--- src/rtl/axi_burst_splitter_if.sv ---
// Request/descriptor bundle between the address generator and the burst splitter.
// The master side issues requests and consumes descriptors; the slave side is the splitter.
interface axi_burst_splitter_if #(
    parameter int AXI_ADDR_W = 32,
    parameter int AXI_DATA_W = 32,
    parameter int LEN_W      = 20
);
    localparam int BYTES = AXI_DATA_W / 8;

    logic                  start;
    logic [AXI_ADDR_W-1:0] start_addr;
    logic [LEN_W-1:0]      length;
    logic                  busy;
    logic                  done;
    logic                  burst_valid;
    logic                  burst_ready;
    logic [AXI_ADDR_W-1:0] burst_addr;
    logic [7:0]            burst_axlen;
    logic [2:0]            burst_axsize;
    logic [BYTES-1:0]      burst_first_strb;
    logic [BYTES-1:0]      burst_last_strb;
    logic                  burst_last;

    modport master (
        output start, start_addr, length, burst_ready,
        input  busy, done, burst_valid, burst_addr, burst_axlen, burst_axsize,
               burst_first_strb, burst_last_strb, burst_last
    );

    modport slave (
        input  start, start_addr, length, burst_ready,
        output busy, done, burst_valid, burst_addr, burst_axlen, burst_axsize,
               burst_first_strb, burst_last_strb, burst_last
    );
endinterface

--- src/rtl/axi_burst_splitter.sv ---
// Splits a byte-granular transfer into AXI burst descriptors that never cross a
// 4 KB boundary or exceed MAX_BURST_LEN beats, with first/last-beat byte strobes.
module axi_burst_splitter #(
    parameter int AXI_ADDR_W    = 32,
    parameter int AXI_DATA_W    = 32,
    parameter int LEN_W         = 20,
    parameter int MAX_BURST_LEN = 256
) (
    input logic                  clk,
    input logic                  rst,
    axi_burst_splitter_if.slave  req_if
);
    localparam int BYTES  = AXI_DATA_W / 8;
    localparam int OFF_SH = $clog2(BYTES);
    localparam int SW     = OFF_SH + 1;
    localparam int CW     = (LEN_W + 1 > 13) ? LEN_W + 1 : 13;
    localparam int SUM_W  = CW + 1;
    localparam int AW     = AXI_ADDR_W;
    localparam logic [BYTES-1:0] ONES     = '1;
    localparam logic [AW-1:0]    OFF_MASK = AW'(BYTES - 1);

    // state     | meaning
    // S_IDLE    | waiting for start
    // S_COMPUTE | register the next descriptor, advance cur/remaining
    // S_ISSUE   | descriptor valid, waiting for ready
    typedef enum logic [1:0] {S_IDLE, S_COMPUTE, S_ISSUE} state_t;

    state_t            state_q, state_d;
    logic [AW-1:0]     cur_q, cur_d;
    logic [CW-1:0]     rem_q, rem_d;
    logic [SW-1:0]     off_q, off_d;
    logic [SW-1:0]     end_off_q, end_off_d;
    logic              first_q, first_d;
    logic [AW-1:0]     addr_q, addr_d;
    logic [7:0]        axlen_q, axlen_d;
    logic [BYTES-1:0]  fstrb_q, fstrb_d;
    logic [BYTES-1:0]  lstrb_q, lstrb_d;
    logic              last_q, last_d;
    logic              done_q, done_d;

    logic [SW-1:0]     off_in;
    logic [SUM_W-1:0]  sum;
    logic [CW-1:0]     total_beats;
    logic [SW-1:0]     end_off_in;
    logic [CW-1:0]     to4k;
    logic [CW-1:0]     beats_cap;
    logic [CW-1:0]     beats;
    logic              is_last;

    assign off_in      = SW'(req_if.start_addr & OFF_MASK);
    assign sum         = SUM_W'(off_in) + SUM_W'(req_if.length);
    assign total_beats = CW'((sum + SUM_W'(BYTES - 1)) >> OFF_SH);
    assign end_off_in  = SW'(sum & SUM_W'(BYTES - 1));

    // cur is always beat-aligned, so the distance to the next 4 KB page divides exactly
    assign to4k      = CW'((13'd4096 - {1'b0, cur_q[11:0]}) >> OFF_SH);
    assign beats_cap = (rem_q < CW'(MAX_BURST_LEN)) ? rem_q : CW'(MAX_BURST_LEN);
    assign beats     = (beats_cap < to4k) ? beats_cap : to4k;
    assign is_last   = (beats == rem_q);

    always_comb begin
        state_d   = state_q;
        cur_d     = cur_q;
        rem_d     = rem_q;
        off_d     = off_q;
        end_off_d = end_off_q;
        first_d   = first_q;
        addr_d    = addr_q;
        axlen_d   = axlen_q;
        fstrb_d   = fstrb_q;
        lstrb_d   = lstrb_q;
        last_d    = last_q;
        done_d    = 1'b0;
        case (state_q)
            S_IDLE: begin
                if (req_if.start) begin
                    if (req_if.length == '0) begin
                        done_d = 1'b1;
                    end else begin
                        cur_d     = req_if.start_addr & ~OFF_MASK;
                        rem_d     = total_beats;
                        off_d     = off_in;
                        end_off_d = end_off_in;
                        first_d   = 1'b1;
                        state_d   = S_COMPUTE;
                    end
                end
            end
            S_COMPUTE: begin
                addr_d  = cur_q;
                axlen_d = 8'(beats - CW'(1));
                fstrb_d = first_q ? (ONES << off_q) : ONES;
                last_d  = is_last;
                lstrb_d = (is_last && end_off_q != '0) ? (ONES >> (SW'(BYTES) - end_off_q)) : ONES;
                cur_d   = cur_q + (AW'(beats) << OFF_SH);
                rem_d   = rem_q - beats;
                first_d = 1'b0;
                state_d = S_ISSUE;
            end
            S_ISSUE: begin
                if (req_if.burst_ready) begin
                    if (rem_q == '0) begin
                        state_d = S_IDLE;
                        done_d  = 1'b1;
                    end else begin
                        state_d = S_COMPUTE;
                    end
                end
            end
            default: state_d = S_IDLE;
        endcase
    end

    always_ff @(posedge clk) begin
        if (rst) begin
            state_q   <= S_IDLE;
            cur_q     <= '0;
            rem_q     <= '0;
            off_q     <= '0;
            end_off_q <= '0;
            first_q   <= 1'b0;
            addr_q    <= '0;
            axlen_q   <= '0;
            fstrb_q   <= '0;
            lstrb_q   <= '0;
            last_q    <= 1'b0;
            done_q    <= 1'b0;
        end else begin
            state_q   <= state_d;
            cur_q     <= cur_d;
            rem_q     <= rem_d;
            off_q     <= off_d;
            end_off_q <= end_off_d;
            first_q   <= first_d;
            addr_q    <= addr_d;
            axlen_q   <= axlen_d;
            fstrb_q   <= fstrb_d;
            lstrb_q   <= lstrb_d;
            last_q    <= last_d;
            done_q    <= done_d;
        end
    end

    assign req_if.busy             = (state_q != S_IDLE);
    assign req_if.done             = done_q;
    assign req_if.burst_valid      = (state_q == S_ISSUE);
    assign req_if.burst_addr       = addr_q;
    assign req_if.burst_axlen      = axlen_q;
    assign req_if.burst_axsize     = 3'(OFF_SH);
    assign req_if.burst_first_strb = fstrb_q;
    assign req_if.burst_last_strb  = lstrb_q;
    assign req_if.burst_last       = last_q;
endmodule

--- src/flat_wrapper.sv ---
// flat-port wrapper written by rule: the top's interface ports become plain ports
module axi_burst_splitter_flat 
#(
    parameter int AXI_ADDR_W    = 32,
    parameter int AXI_DATA_W    = 32,
    parameter int LEN_W         = 20,
    parameter int MAX_BURST_LEN = 256
)
  (clk, rst, req_if_start, req_if_start_addr, req_if_length, req_if_burst_ready, req_if_busy, req_if_done, req_if_burst_valid, req_if_burst_addr, req_if_burst_axlen, req_if_burst_axsize, req_if_burst_first_strb, req_if_burst_last_strb, req_if_burst_last);
  axi_burst_splitter_if #(.AXI_ADDR_W(AXI_ADDR_W), .AXI_DATA_W(AXI_DATA_W), .LEN_W(LEN_W)) req_if_i ();
  input logic clk;
  input logic rst;
  input wire logic [$bits(req_if_i.start)-1:0] req_if_start;
  input wire logic [$bits(req_if_i.start_addr)-1:0] req_if_start_addr;
  input wire logic [$bits(req_if_i.length)-1:0] req_if_length;
  input wire logic [$bits(req_if_i.burst_ready)-1:0] req_if_burst_ready;
  output wire logic [$bits(req_if_i.busy)-1:0] req_if_busy;
  output wire logic [$bits(req_if_i.done)-1:0] req_if_done;
  output wire logic [$bits(req_if_i.burst_valid)-1:0] req_if_burst_valid;
  output wire logic [$bits(req_if_i.burst_addr)-1:0] req_if_burst_addr;
  output wire logic [$bits(req_if_i.burst_axlen)-1:0] req_if_burst_axlen;
  output wire logic [$bits(req_if_i.burst_axsize)-1:0] req_if_burst_axsize;
  output wire logic [$bits(req_if_i.burst_first_strb)-1:0] req_if_burst_first_strb;
  output wire logic [$bits(req_if_i.burst_last_strb)-1:0] req_if_burst_last_strb;
  output wire logic [$bits(req_if_i.burst_last)-1:0] req_if_burst_last;
  assign req_if_i.start = req_if_start;
  assign req_if_i.start_addr = req_if_start_addr;
  assign req_if_i.length = req_if_length;
  assign req_if_i.burst_ready = req_if_burst_ready;
  assign req_if_busy = req_if_i.busy;
  assign req_if_done = req_if_i.done;
  assign req_if_burst_valid = req_if_i.burst_valid;
  assign req_if_burst_addr = req_if_i.burst_addr;
  assign req_if_burst_axlen = req_if_i.burst_axlen;
  assign req_if_burst_axsize = req_if_i.burst_axsize;
  assign req_if_burst_first_strb = req_if_i.burst_first_strb;
  assign req_if_burst_last_strb = req_if_i.burst_last_strb;
  assign req_if_burst_last = req_if_i.burst_last;
  axi_burst_splitter #(.AXI_ADDR_W(AXI_ADDR_W), .AXI_DATA_W(AXI_DATA_W), .LEN_W(LEN_W), .MAX_BURST_LEN(MAX_BURST_LEN)) u_core (.clk(clk), .rst(rst), .req_if(req_if_i));
endmodule
--- config.mk ---
export PLATFORM = sky130hd
export DESIGN_NAME = axi_burst_splitter_flat
export DESIGN_NICKNAME = d
export VERILOG_FILES = /design/src/rtl/axi_burst_splitter_if.sv /design/src/rtl/axi_burst_splitter.sv /design/src/flat_wrapper.sv
export SDC_FILE = /design/constraint.sdc
export NUM_CORES = 1
export LEC_CHECK = 0
export ABC_AREA = 1
export BUFFER_PORTS_ARGS = -buffer_cell sky130_fd_sc_hd__buf_2
export CORE_MARGIN = 3
export CORE_UTILIZATION = 40
export CTS_CLUSTER_SIZE = 28
export DETAILED_ROUTE_END_ITERATION = 8
export HOLD_SLACK_MARGIN = 0.1
export PLACE_DENSITY = 0.62
export SLEW_MARGIN = 5
export SYNTH_ARGS = -nofsm -noshare
export SYNTH_HDL_FRONTEND = slang
export SYNTH_SLANG_ARGS = --single-unit
--- constraint.sdc ---
create_clock -name clk -period 7.15 [get_ports clk]
set_input_delay 0.715 -clock clk [delete_from_list [all_inputs] [get_ports clk]]
set_output_delay 0.715 -clock clk [all_outputs]
set_load 0.02 [all_outputs]
==> out/results.ini <==
[outcome]
status = complete, no violations

[synthesis]
synth.area.mux_share_pct = 0
synthesis.area_mm2 = 0.00863
async_flop_share_pct = 0
yosys.area_share.simple_pct = 36.9
synth_cell_types = 54
synth_compound_area_share_pct = 17.4
synth-seq-cells = 106
synth_ff_type = dfxtp_1
synth_fa_ha_area_share_pct = 7.57
yosysSeqAreaShare_pct = 24.6
yosys_warnings = 0
synth_top_family_by_area = simple AND/OR/NAND/NOR gates
synth_edf_count = 0
synthCells = 1375
avgSynthCellArea_um2 = 6.28
synth_xor_area_share_pct = 3.44

[finish]
postLayoutCoreUtil_pct = 46.1
instances_no_fill = 1752
final_area_mm2 = 0.00971
fill_cells = 2301
area_growth_pct = 12.5
drive_gt1_share_pct = 13.5
antenna_cells = 0
nets = 1579

[sta]
max_slew_margin_pct = 35.4
fin_worst_skew_ps = 9.32
slew_viol_final = 0
fin_ws_ps = 1950
hold_violations = 0
tns_ps = 0
rsz0062_at_grt = no
timing.final.crit_share_pct = 72.8
tightest_slew_ps = 968
setup_viol = 0
whs_ps = 453
fmax_mhz = 192
final.min_clock_period_ps = 5200

[drt]
vias = 9284
wl_met1_um = 13000
wl_um = 27400
dr.pass1.iters = 5
viasPerCell = 5.30
dr_wl_met2_um = 12600
drt_iter0_drc = 635
top_layer = met4
ant_nets = 0
dr_wl_met3_um = 1190
detail_route.wl_per_cell_um = 15.7
drc = 0

[clock_tree]
htreeDepth = 3
cts_tree = built
numCtsBuffers = 9
cts_root_buf = clkbuf_16
clock_latency_ps = 370
cts.repair.resized = 0
hold_buffers = 0
cts_buffer_depth = 2
cts.clk_slew.worst_paths_ps = 80
clock_sinks = 106
post_cts_buffers = 0

[power_and_ir_drop]
p_leak_nw = 4.75
total_power_mw = 2.68
ir_drop_uv = 145
power_density_mw_per_mm2 = 276

[setup_path]
startpoint_type = flop
reg2reg_from = u_core.cur_q[3]
crit_path_end = u_core.cur_q[24]
reg2reg_to = u_core.cur_q[24]
crit_slowest_cell = fa_1
arrival_ps = 5510
cp_max_fo = 15
required_ps = 7460
slowest_delay_ps = 410
end_kind = flop
crit_type = reg -> reg
rrSetupSlack_ps = 1950
rr_worst_depth = 31
critPathLaunch = u_core.cur_q[3]

[floorplanning]
dieArea_mm2 = 0.0234
die_w_um = 153
core_mm2 = 0.0211
fp.dieH_um = 153
start_util_pct = 40.9
num_rows = 53
ios = 111

[grt]
antenna_found_initial = 0
grt_pass1_vias = 8783
overflow = 0
track_usage_pct = 23.1
grt_pass1_wl_um = 44700
grt_max_degree = 79

[run]
maxCapViolCount = 0

[placement]
dp_cells = 1736
post_dp_cell_area_mm2 = 0.00943
port-buffer-count = 105
pre_cts_ws_ps = 2050
dp_hpwl_um = 20900
gp_congestion = 0.951

[worst_hold_path]
hold_path.class = reg -> reg

-- worst min path at each step --
stage	from	end	slack, ps	depth (start not counted)
floorplan	u_core.end_off_q[0]	u_core.end_off_q[0]	450	2
global placement	u_core.req_if.burst_first_strb[3]	u_core.req_if.burst_first_strb[3]	430	2
detailed placement	u_core.req_if.burst_first_strb[3]	u_core.req_if.burst_first_strb[3]	440	2
CTS	u_core.req_if.burst_first_strb[3]	u_core.req_if.burst_first_strb[3]	460	2
global route	u_core.req_if.burst_first_strb[3]	u_core.req_if.burst_first_strb[3]	480	2
finish	u_core.req_if.burst_first_strb[3]	u_core.req_if.burst_first_strb[3]	450	2
-- layout make-up --
cell class | instances | area [um^2] | share of cell area (%)
multi-input cells | 1069 | 5730 | 59.0
inverters | 174 | 653 | 6.72
clock inverters | 5 | 38.8 | 0.399
clock buffers | 11 | 243 | 2.50
well taps | 275 | 344 | 3.54
flip-flops and latches | 106 | 2120 | 21.8
repair buffers | 112 | 578 | 5.95
-- flip-flops by register name, summed over array words and instances, names as in the netlist, 2 cells and up --
name,cells
u_core.cur_q,30
u_core.req_if.burst_addr,30
u_core.off_q,2
u_core.end_off_q,2
u_core.req_if.burst_axlen,8
u_core.rem_q,21
u_core.req_if.burst_last_strb,4
u_core.req_if.burst_first_strb,4
u_core.state_q,2
-- cells by family (layout without fill, tap and decap cells) --
family,count (synthesis),after routing
buffers and inverters,224,302
adders and majority gates,51,51
and+or+nand+nor,698,698
xor gates and xnor gates,33,33
other,2,26
DFF,106,106
AOI/OAI and AO/OA,261,261
-- worst max-delay path, delay by kind of cell (launching register included) --
kind / cells / cell delay, ps
AO/OA/AOI/OAI: 5 / 1040
AND/OR/NAND/NOR: 16 / 1900
XOR/XNOR: 1 / 210
flip-flops: 1 / 340
buffers and inverters: 5 / 560
adder cells (fa/ha/maj): 4 / 1090
-- cells in the mapped netlist, drive strengths merged, types with 7 or more instances --
cell type / count / area (um^2)
buf: 18 / 98.9
a21oi: 104 / 524
nand2: 351 / 1380
ha: 49 / 613
o21a: 14 / 105
nand3: 133 / 731
o21ai: 94 / 478
dfxtp: 106 / 2120
nand4: 30 / 188
a211oi: 9 / 67.6
nor3: 23 / 135
inv: 174 / 653
nand3b: 7 / 52.6
xor2: 27 / 244
clkbuf: 32 / 120
nor4: 9 / 56.3
a31oi: 9 / 56.3
nor2: 137 / 582
-- cells in the final DEF (no fill, tap or decap), drive strengths merged, types with 2 or more instances in the layout --
cell and n:
nand2 351, buf 112, o221ai 4, clkinv 3, a31oi 9, clkbuf 11, ha 49, nor3 23
a21o 5, fa 2, nand3b 7, a21boi 2, or2 5, xnor2 6, o31ai 2, nor2 137
o22ai 2, xor2 27, a21oi 104, nor4 9, o21a 14, a221oi 5, o21bai 2, nand4 30
o21ai 94, a2111oi 2, o211ai 5, inv 175, nand3 133, a211oi 9, conb 26, dfxtp 106
-- power breakdown --
part	switching (mW)	total, mW	leakage (nW)	internal (mW)
clock	0.253	0.501	0.136	0.249
combinational	0.966	1.43	3.74	0.460
sequential	0.0782	0.755	0.873	0.677
total	1.30	2.68	4.75	1.39
-- layer usage --
metal / vias to the layer above / GRT usage, %
met5: - / 0
met4: 0 / 7.42
met3: 38 / 2.27
met2: 250 / 38.2
met1: 4268 / 31.9
li1: 4728 / -
Note: power is estimated with default switching activity, not from simulation.
